==> src/rtl/video_timing.sv <==
// Raster timing generator: pixel clock enable, column/line counters, sync and
// blank decodes, a one-clock vblank interrupt and a 16-bit frame counter.
module video_timing #(
  parameter int CE_DIV  = 4,
  parameter int HACTIVE = 320,
  parameter int HFP     = 16,
  parameter int HSW     = 32,
  parameter int HBP     = 48,
  parameter int VACTIVE = 240,
  parameter int VFP     = 4,
  parameter int VSW     = 4,
  parameter int VBP     = 14
) (
  input  logic        clk,
  input  logic        reset,
  output logic        ce_pix,
  output logic [8:0]  hcnt,
  output logic [8:0]  vcnt,
  output logic        hsync,
  output logic        vsync,
  output logic        hblank,
  output logic        vblank,
  output logic        vblank_irq,
  output logic [15:0] frame
);

  localparam int HTOTAL = HACTIVE + HFP + HSW + HBP;
  localparam int VTOTAL = VACTIVE + VFP + VSW + VBP;

  localparam logic [3:0] DIV_LAST = 4'(CE_DIV - 1);
  localparam logic [8:0] H_LAST   = 9'(HTOTAL - 1);
  localparam logic [8:0] V_LAST   = 9'(VTOTAL - 1);
  localparam logic [8:0] H_ACT    = 9'(HACTIVE);
  localparam logic [8:0] V_ACT    = 9'(VACTIVE);
  localparam logic [8:0] H_SYNC_S = 9'(HACTIVE + HFP);
  localparam logic [8:0] H_SYNC_E = 9'(HACTIVE + HFP + HSW);
  localparam logic [8:0] V_SYNC_S = 9'(VACTIVE + VFP);
  localparam logic [8:0] V_SYNC_E = 9'(VACTIVE + VFP + VSW);
  localparam logic [8:0] V_PRE    = 9'(VACTIVE - 1);

  logic [3:0]  div_reg;
  logic [8:0]  hcnt_reg;
  logic [8:0]  vcnt_reg;
  logic        irq_reg;
  logic [15:0] frame_reg;

  always_ff @(posedge clk or posedge reset) begin
    if (reset) begin
      div_reg   <= '0;
      hcnt_reg  <= '0;
      vcnt_reg  <= '0;
      irq_reg   <= 1'b0;
      frame_reg <= '0;
    end else begin
      irq_reg <= 1'b0;
      if (div_reg == DIV_LAST) begin
        div_reg <= '0;
        if (hcnt_reg == H_LAST) begin
          hcnt_reg <= '0;
          vcnt_reg <= (vcnt_reg == V_LAST) ? 9'd0 : vcnt_reg + 9'd1;
          // The edge that moves onto the first blank line raises the pulse.
          if (vcnt_reg == V_PRE) begin
            irq_reg   <= 1'b1;
            frame_reg <= frame_reg + 16'd1;
          end
        end else begin
          hcnt_reg <= hcnt_reg + 9'd1;
        end
      end else begin
        div_reg <= div_reg + 4'd1;
      end
    end
  end

  // Pure decodes of state registers; reset values of the counters make them all low.
  assign ce_pix     = (div_reg == DIV_LAST);
  assign hcnt       = hcnt_reg;
  assign vcnt       = vcnt_reg;
  assign hblank     = (hcnt_reg >= H_ACT);
  assign vblank     = (vcnt_reg >= V_ACT);
  assign hsync      = (hcnt_reg >= H_SYNC_S) && (hcnt_reg < H_SYNC_E);
  assign vsync      = (vcnt_reg >= V_SYNC_S) && (vcnt_reg < V_SYNC_E);
  assign vblank_irq = irq_reg;
  assign frame      = frame_reg;

endmodule

==> config.mk <==
export PLATFORM = sky130hd
export DESIGN_NAME = video_timing
export DESIGN_NICKNAME = d
export VERILOG_FILES = /design/src/rtl/video_timing.sv
export SDC_FILE = /design/constraint.sdc
export NUM_CORES = 1
export LEC_CHECK = 0
export CAP_MARGIN = 0
export CORE_ASPECT_RATIO = 0.9
export CORE_MARGIN = 1.5
export CORE_UTILIZATION = 30
export DETAILED_ROUTE_END_ITERATION = 8
export GPL_TIMING_DRIVEN = 0
export HOLD_SLACK_MARGIN = 0.1
export PLACE_DENSITY = 0.62
export SKIP_CTS_REPAIR_TIMING = 1
export SLEW_MARGIN = 20
export SYNTH_ARGS = -nofsm -noshare
export SYNTH_HDL_FRONTEND = slang
export SYNTH_SLANG_ARGS = --single-unit
==> constraint.sdc <==
create_clock -name clk -period 2.1 [get_ports clk]
set_input_delay 0.315 -clock clk [delete_from_list [all_inputs] [get_ports clk]]
set_output_delay 0.315 -clock clk [all_outputs]
set_load 0.01 [all_outputs]
==> results.cfg, run 1 <==
[setup_path]
endpoint_kind = flip-flop
required_ps = 2280
regToRegStartpoint = hcnt[6]
crit_fanout = 8
slowest_delay_ps = 560
crit_start = hcnt[6]
rrSetupSlack_ps = 40
critPathLaunchType = flip-flop
path_cells = buf_6 -> or3b_4 -> or4_4 -> nor3_4 -> mux2_4
path_buf_inv = 1
rr_endpoint = vcnt[7]
cp_top_family = simple AND/OR/NAND/NOR gates
rr_worst_depth = 5
crit_slowest_cell = or4_4
path_class = flip-flop to flip-flop
critPathArrivalTime_ps = 2240

[timing]
min_period_ps = 2060
setup_viol = 0
max_freq_ghz = 0.485
timing_hold_violations_final = 0
finalCritPeriodShare = 0.983
skew_ps = 4.71
rsz0062_at_grt = yes
worst_pin_slew_ps = 546
slew_headroom = 0.633
whs_ps = 268
tns_ps = 0
slew_violations = 0

[logic_synthesis]
syn_inst = 194
muxShareOfSynthArea = 0.0113
synth.distinct_cells = 37
ys_seq_area_frac = 0.488
syn_nets = 203
synth_simple_gate_area_share = 0.252
synth_common_cells = dfrtp_1, xnor2_1, nand3_1, nand2_1, nand4_1
syn_avg_cell_area_sq_um = 10.3
synth_compound_area_frac = 0.0650
synth_top_cell_area_share = 0.488
synth_top_family_by_area = simple AND/OR/NAND/NOR gates
yosys_warnings = 0
synthArstFlopShare = 1.00
synth_most_common_cell = dfrtp_1
synthXorXnorAreaFrac = 0.105
synth_flop_cell = dfrtp_1
ys_ff_latch = 39
synth_area_sq_mm = 0.00200
synth_largest_area_cell = dfrtp_1
synth-edff-count = 0
synth-adder-area-share = 0.0438
synth_area_leaders = dfrtp_1, xnor2_1, ha_1

[global_routing]
grt_max_degree = 30
grt_use_total = 0.128
grt_pass1_vias = 1486
grt_pass1_wl_um = 7040
antenna_found_initial = 0
gr-total-overflow = 0

[layout]
finalNonFillerCells = 338
largest_reg_flops = 16
layout.nets = 256
layout-drive-gt1-share = 0.153
n_fill_cell = 659
area_growth_syn_to_layout_pct = 37.8
n_antenna_cell = 0

[detailed_routing]
vias_per_cell = 4.88
postRouteAntennaNets = 0
drt_wl_total_um = 4480
dr.pass1.iters = 5
wl_per_cell_um = 13.2
drc = 0
vias = 1651
drt_iter0_markers = 74

[cts]
clockBufferDepth = 2
path_clk_slew_ps = 80
numCtsBuffers = 5
cts_root_buf = clkbuf_8
cts_tree = built
cts_max_level = 2
cts.sinks = 39
insertion_delay_ps = 290

[job]
cap_violations = 0

[power_and_ir_drop]
p_per_area_mw_per_mm2 = 483
p_total_uw = 1330
leakagePower_uw = 0.00113
irDropWorstVdd_mv = 0.265

[place]
dp_hpwl_um = 3100
port_buffers = 41
dp_cells = 326
place_congestion = 0.757

[floorplanning]
ioPinCount = 42
start_util = 0.307
die_w_um = 89.1
die_area_sq_mm = 0.00717
core_sq_mm = 0.00652
row_count = 28
die_h_um = 80.5

[hold_path]
holdCritPathClass = input port to async pin

[status]
status = finished, final reports clean
-- worst max path at each step --
stage	slack [ps]	depth (start not counted)	endpoint
after floorplan	50	5	vcnt[7]
after global placement	-100	5	frame[15]
after detailed placement	-90	5	frame[15]
after CTS	-220	3	ce_pix
after global routing	-110	5	frame[9]
final	40	5	vcnt[7]
-- report_power, final --
part,total [uW],switching [uW],internal (uW)
Clock,562,262,300
Combinational,20.8,15.3,5.57
Sequential,750,0,750
-- worst reg2reg max path, cell delays in order, from the launching register on --
cell     delay [ps]
dfrtp_1         390
buf_6           140
or3b_4          400
or4_4           560
nor3_4          150
mux2_4          310
-- cells by family (layout without fill, tap and decap cells) --
logic type,after synthesis,in the layout
AOI/OAI and AO/OA,20,20
xor gates and xnor gates,24,24
adders and majority gates,7,7
buffers and inverters,14,68
DFF,39,39
muxes,2,2
and+or+nand+nor,88,88
-- layout make-up --
| class | count | area, sq um | area share |
|---|---|---|---|
| multi-input combinational | 141 | 1020 | 0.371 |
| sequential | 39 | 983 | 0.357 |
| timing repair buffer | 46 | 463 | 0.168 |
| tap | 90 | 113 | 0.0408 |
| clock buffer | 8 | 100 | 0.0363 |
| buffer | 5 | 42.5 | 0.0154 |
| inverter | 9 | 33.8 | 0.0123 |
-- cell usage in the layout, fill, tap and decap left out, types with 6 or more instances in the layout --
cell,instances
clkdlybuf4s50_1,40
dfrtp_1,33
xnor2_1,21
nand3_1,16
nand2_1,15
nand4_1,14
nor2_1,10
o21ai_0,10
inv_1,8
and3_1,7
clkbuf_8,7
ha_1,6
dfrtp_2,6
-- layer usage --
layer	track usage	wire length [um]	vias to the layer above
met4	0.0477	63	0
met3	0.0349	210	8
li1	-	-	792
met1	0.182	2250	801
met5	0	0	-
met2	0.183	1950	50
-- stage by stage --
step	worst slack (ps)	util	area [sq um]
final	36.3	0.423	2760
after global routing	-109	0.423	2760
after CTS	-223	0.406	2640
after detailed placement	-92.5	0.390	2540
after global placement	-99.5	0.387	2520
after floorplan	46.3	-	2000
Note: power is estimated with default switching activity, not from simulation.
==> run 2: changes to the inputs <==
- CTS_CLUSTER_SIZE: default -> 8
==> results of run 2 <==
The final DEF is identical to that of run 1; final timing and power are the same.
==> run 3: changes to the inputs <==
- ABC_AREA: default -> 1
- CAP_MARGIN: 0 -> default
- PLACE_DENSITY: 0.62 -> 0.61
- RECOVER_POWER: default -> 50
==> results.cfg, run 3 <==
[setup_path]
rrSetupSlack_ps = 260
rr_worst_depth = 10
path_buf_inv = 2
endpoint = ce_pix
required_ps = 1780
crit_start = div_reg[0]
regToRegStartpoint = div_reg[0]
crit_fanout = 10
endpoint_kind = output port
path_class = flip-flop to output port
critPathArrivalTime_ps = 1680
path_cells = ha_1 -> nand2_1 -> nor2_4 -> clkbuf_1 -> dlymetal6s2s_1
cp_num_cells = 5
slowest_delay_ps = 380
crit_slowest_cell = dfrtp_1
critPathLaunchType = flip-flop
rr_endpoint = hcnt[8]
cp_top_family = buffers and inverters

[detailed_routing]
drt_iter0_markers = 139
wl_per_cell_um = 11.1
drc = 0
dr.pass1.iters = 4
postRouteAntennaNets = 0
drt_wl_total_um = 5110
vias = 2032
vias_per_cell = 4.43

[cts]
cts_root_buf = clkbuf_8
cts_tree = built
cts.sinks = 39
cts_max_level = 2
path_clk_slew_ps = 80
numCtsBuffers = 5
clockBufferDepth = 2
insertion_delay_ps = 290

[logic_synthesis]
ys_seq_area_frac = 0.427
synth_most_common_cell = nand2_1
syn_avg_cell_area_sq_um = 7.25
synth_largest_area_cell = dfrtp_1
synth_common_cells = nand2_1, dfrtp_1, nor2_1, inv_1, nand3_1
synth_area_leaders = dfrtp_1, nand2_1, nor2_1
synth_area_sq_mm = 0.00228
syn_nets = 324
syn_inst = 315
ys_ff_latch = 39
yosys_warnings = 0
synth.distinct_cells = 23
synthArstFlopShare = 1.00
synth-edff-count = 0
synth_flop_cell = dfrtp_1
synth_top_cell_area_share = 0.427

[hold_path]
holdCritPathClass = input port to async pin

[place]
place_ws_ps = 90.2
place_congestion = 0.810
dp_hpwl_um = 3790
port_buffers = 41

[layout]
area_growth_syn_to_layout_pct = 28.3
n_antenna_cell = 0
final_cell_mix = nand2_1, clkdlybuf4s50_1, nor2_1
n_fill_cell = 752
layout-drive-gt1-share = 0.0847
largest_reg_flops = 16
layout_commonest_cell = nand2_1
layout.nets = 374

[floorplanning]
die_area_sq_mm = 0.00815
core_sq_mm = 0.00722
start_util = 0.316
row_count = 29
die_h_um = 85.8
ioPinCount = 42
die_w_um = 95.0

[global_routing]
grt_use_total = 0.133
gr-total-overflow = 0
grt_max_degree = 32
antenna_found_initial = 0
grt_pass1_vias = 1876
grt_pass1_wl_um = 8670

[timing]
worst_pin_slew_ps = 802
skew_ps = 9.24
whs_ps = 418
slew_headroom = 0.465
worst_slack_ps = 102
slew_violations = 0
finalCritPeriodShare = 0.951
setup_viol = 0
tns_ps = 0
max_freq_ghz = 0.500
timing_hold_violations_final = 0
min_period_ps = 2000

[power_and_ir_drop]
p_per_area_mw_per_mm2 = 430
leakagePower_uw = 0.00138
irDropWorstVdd_mv = 0.202
p_total_uw = 1260

[job]
cap_violations = 0

[status]
status = finished, final reports clean
[run 3: cell count changes in the layout (fill, tap and decap cells not counted), sizes merged, moves of 8 or more]
cell    before  now
inv          9   34
nand2       15  123
nand3b       0    8
nand4       14    3
nor2        11   45
xnor2       21    9
[run 3: worst min path at each step]
stage                from    endpoint  slack (ps)  cells past startpoint
2_1_floorplan  div_reg[0]  div_reg[0]         430                      1
3_3_place_gp   div_reg[0]  div_reg[0]         450                      1
6_report            reset    frame[9]         420                      2
3_5_place_dp   div_reg[0]  div_reg[0]         470                      1
4_1_cts             reset    frame[9]         250                      2
5_1_grt             reset    frame[9]         450                      2
[run 3: metal layers]
| layer | GRT usage | up-vias | share of wire |
|---|---|---|---|
| li1 | - | 1073 | - |
| met5 | 0 | - | 0 |
| met4 | 0.0407 | 0 | 0.0067 |
| met2 | 0.197 | 32 | 0.43 |
| met1 | 0.193 | 925 | 0.53 |
| met3 | 0.0301 | 2 | 0.033 |
[run 3: layout make-up]
class	count	area (sq um)	share of cell area
buffer	3	20.0	0.00683
clock buffer	6	72.6	0.0248
clock inverter	2	12.5	0.00427
inverter	34	128	0.0436
multi-input combinational	238	1160	0.398
sequential	39	981	0.335
tap	93	116	0.0397
timing repair buffer	44	435	0.149
[run 3: kinds of logic (layout without fill, tap and decap cells)]
| family | after synthesis | after routing | synth area share |
|---|---|---|---|
| AND/OR/NAND/NOR | 205 | 205 | 0.387 |
| buffers and inverters | 38 | 89 | 0.0679 |
| adder cells (fa/ha/maj) | 7 | 7 | 0.0383 |
| XOR/XNOR | 14 | 14 | 0.0537 |
| flip-flops | 39 | 39 | 0.427 |
| AO/OA/AOI/OAI | 12 | 12 | 0.0263 |
[run 3: report_power, final]
group / switching (uW) / internal, uW / total [uW]
Combinational: 15.1 / 1.93 / 17.0
Clock: 261 / 232 / 493
Sequential: 0 / 750 / 750
Total: 276 / 984 / 1260
[run 3: worst reg2reg max path, delay by kind of cell (launching register included)]
family | cells | cell delay (ps)
buffers and inverters | 2 | 410
flip-flops | 1 | 380
adder cells (fa/ha/maj) | 1 | 180
AND/OR/NAND/NOR | 7 | 800
[run 3: per-stage QoR]
stage,util,instances,cell area [sq um]
after CTS,0.404,458,2920
after floorplan,-,315,2280
final,0.406,459,2930
after global routing,0.406,459,2930
after global placement,0.389,449,2810
after detailed placement,0.392,450,2830
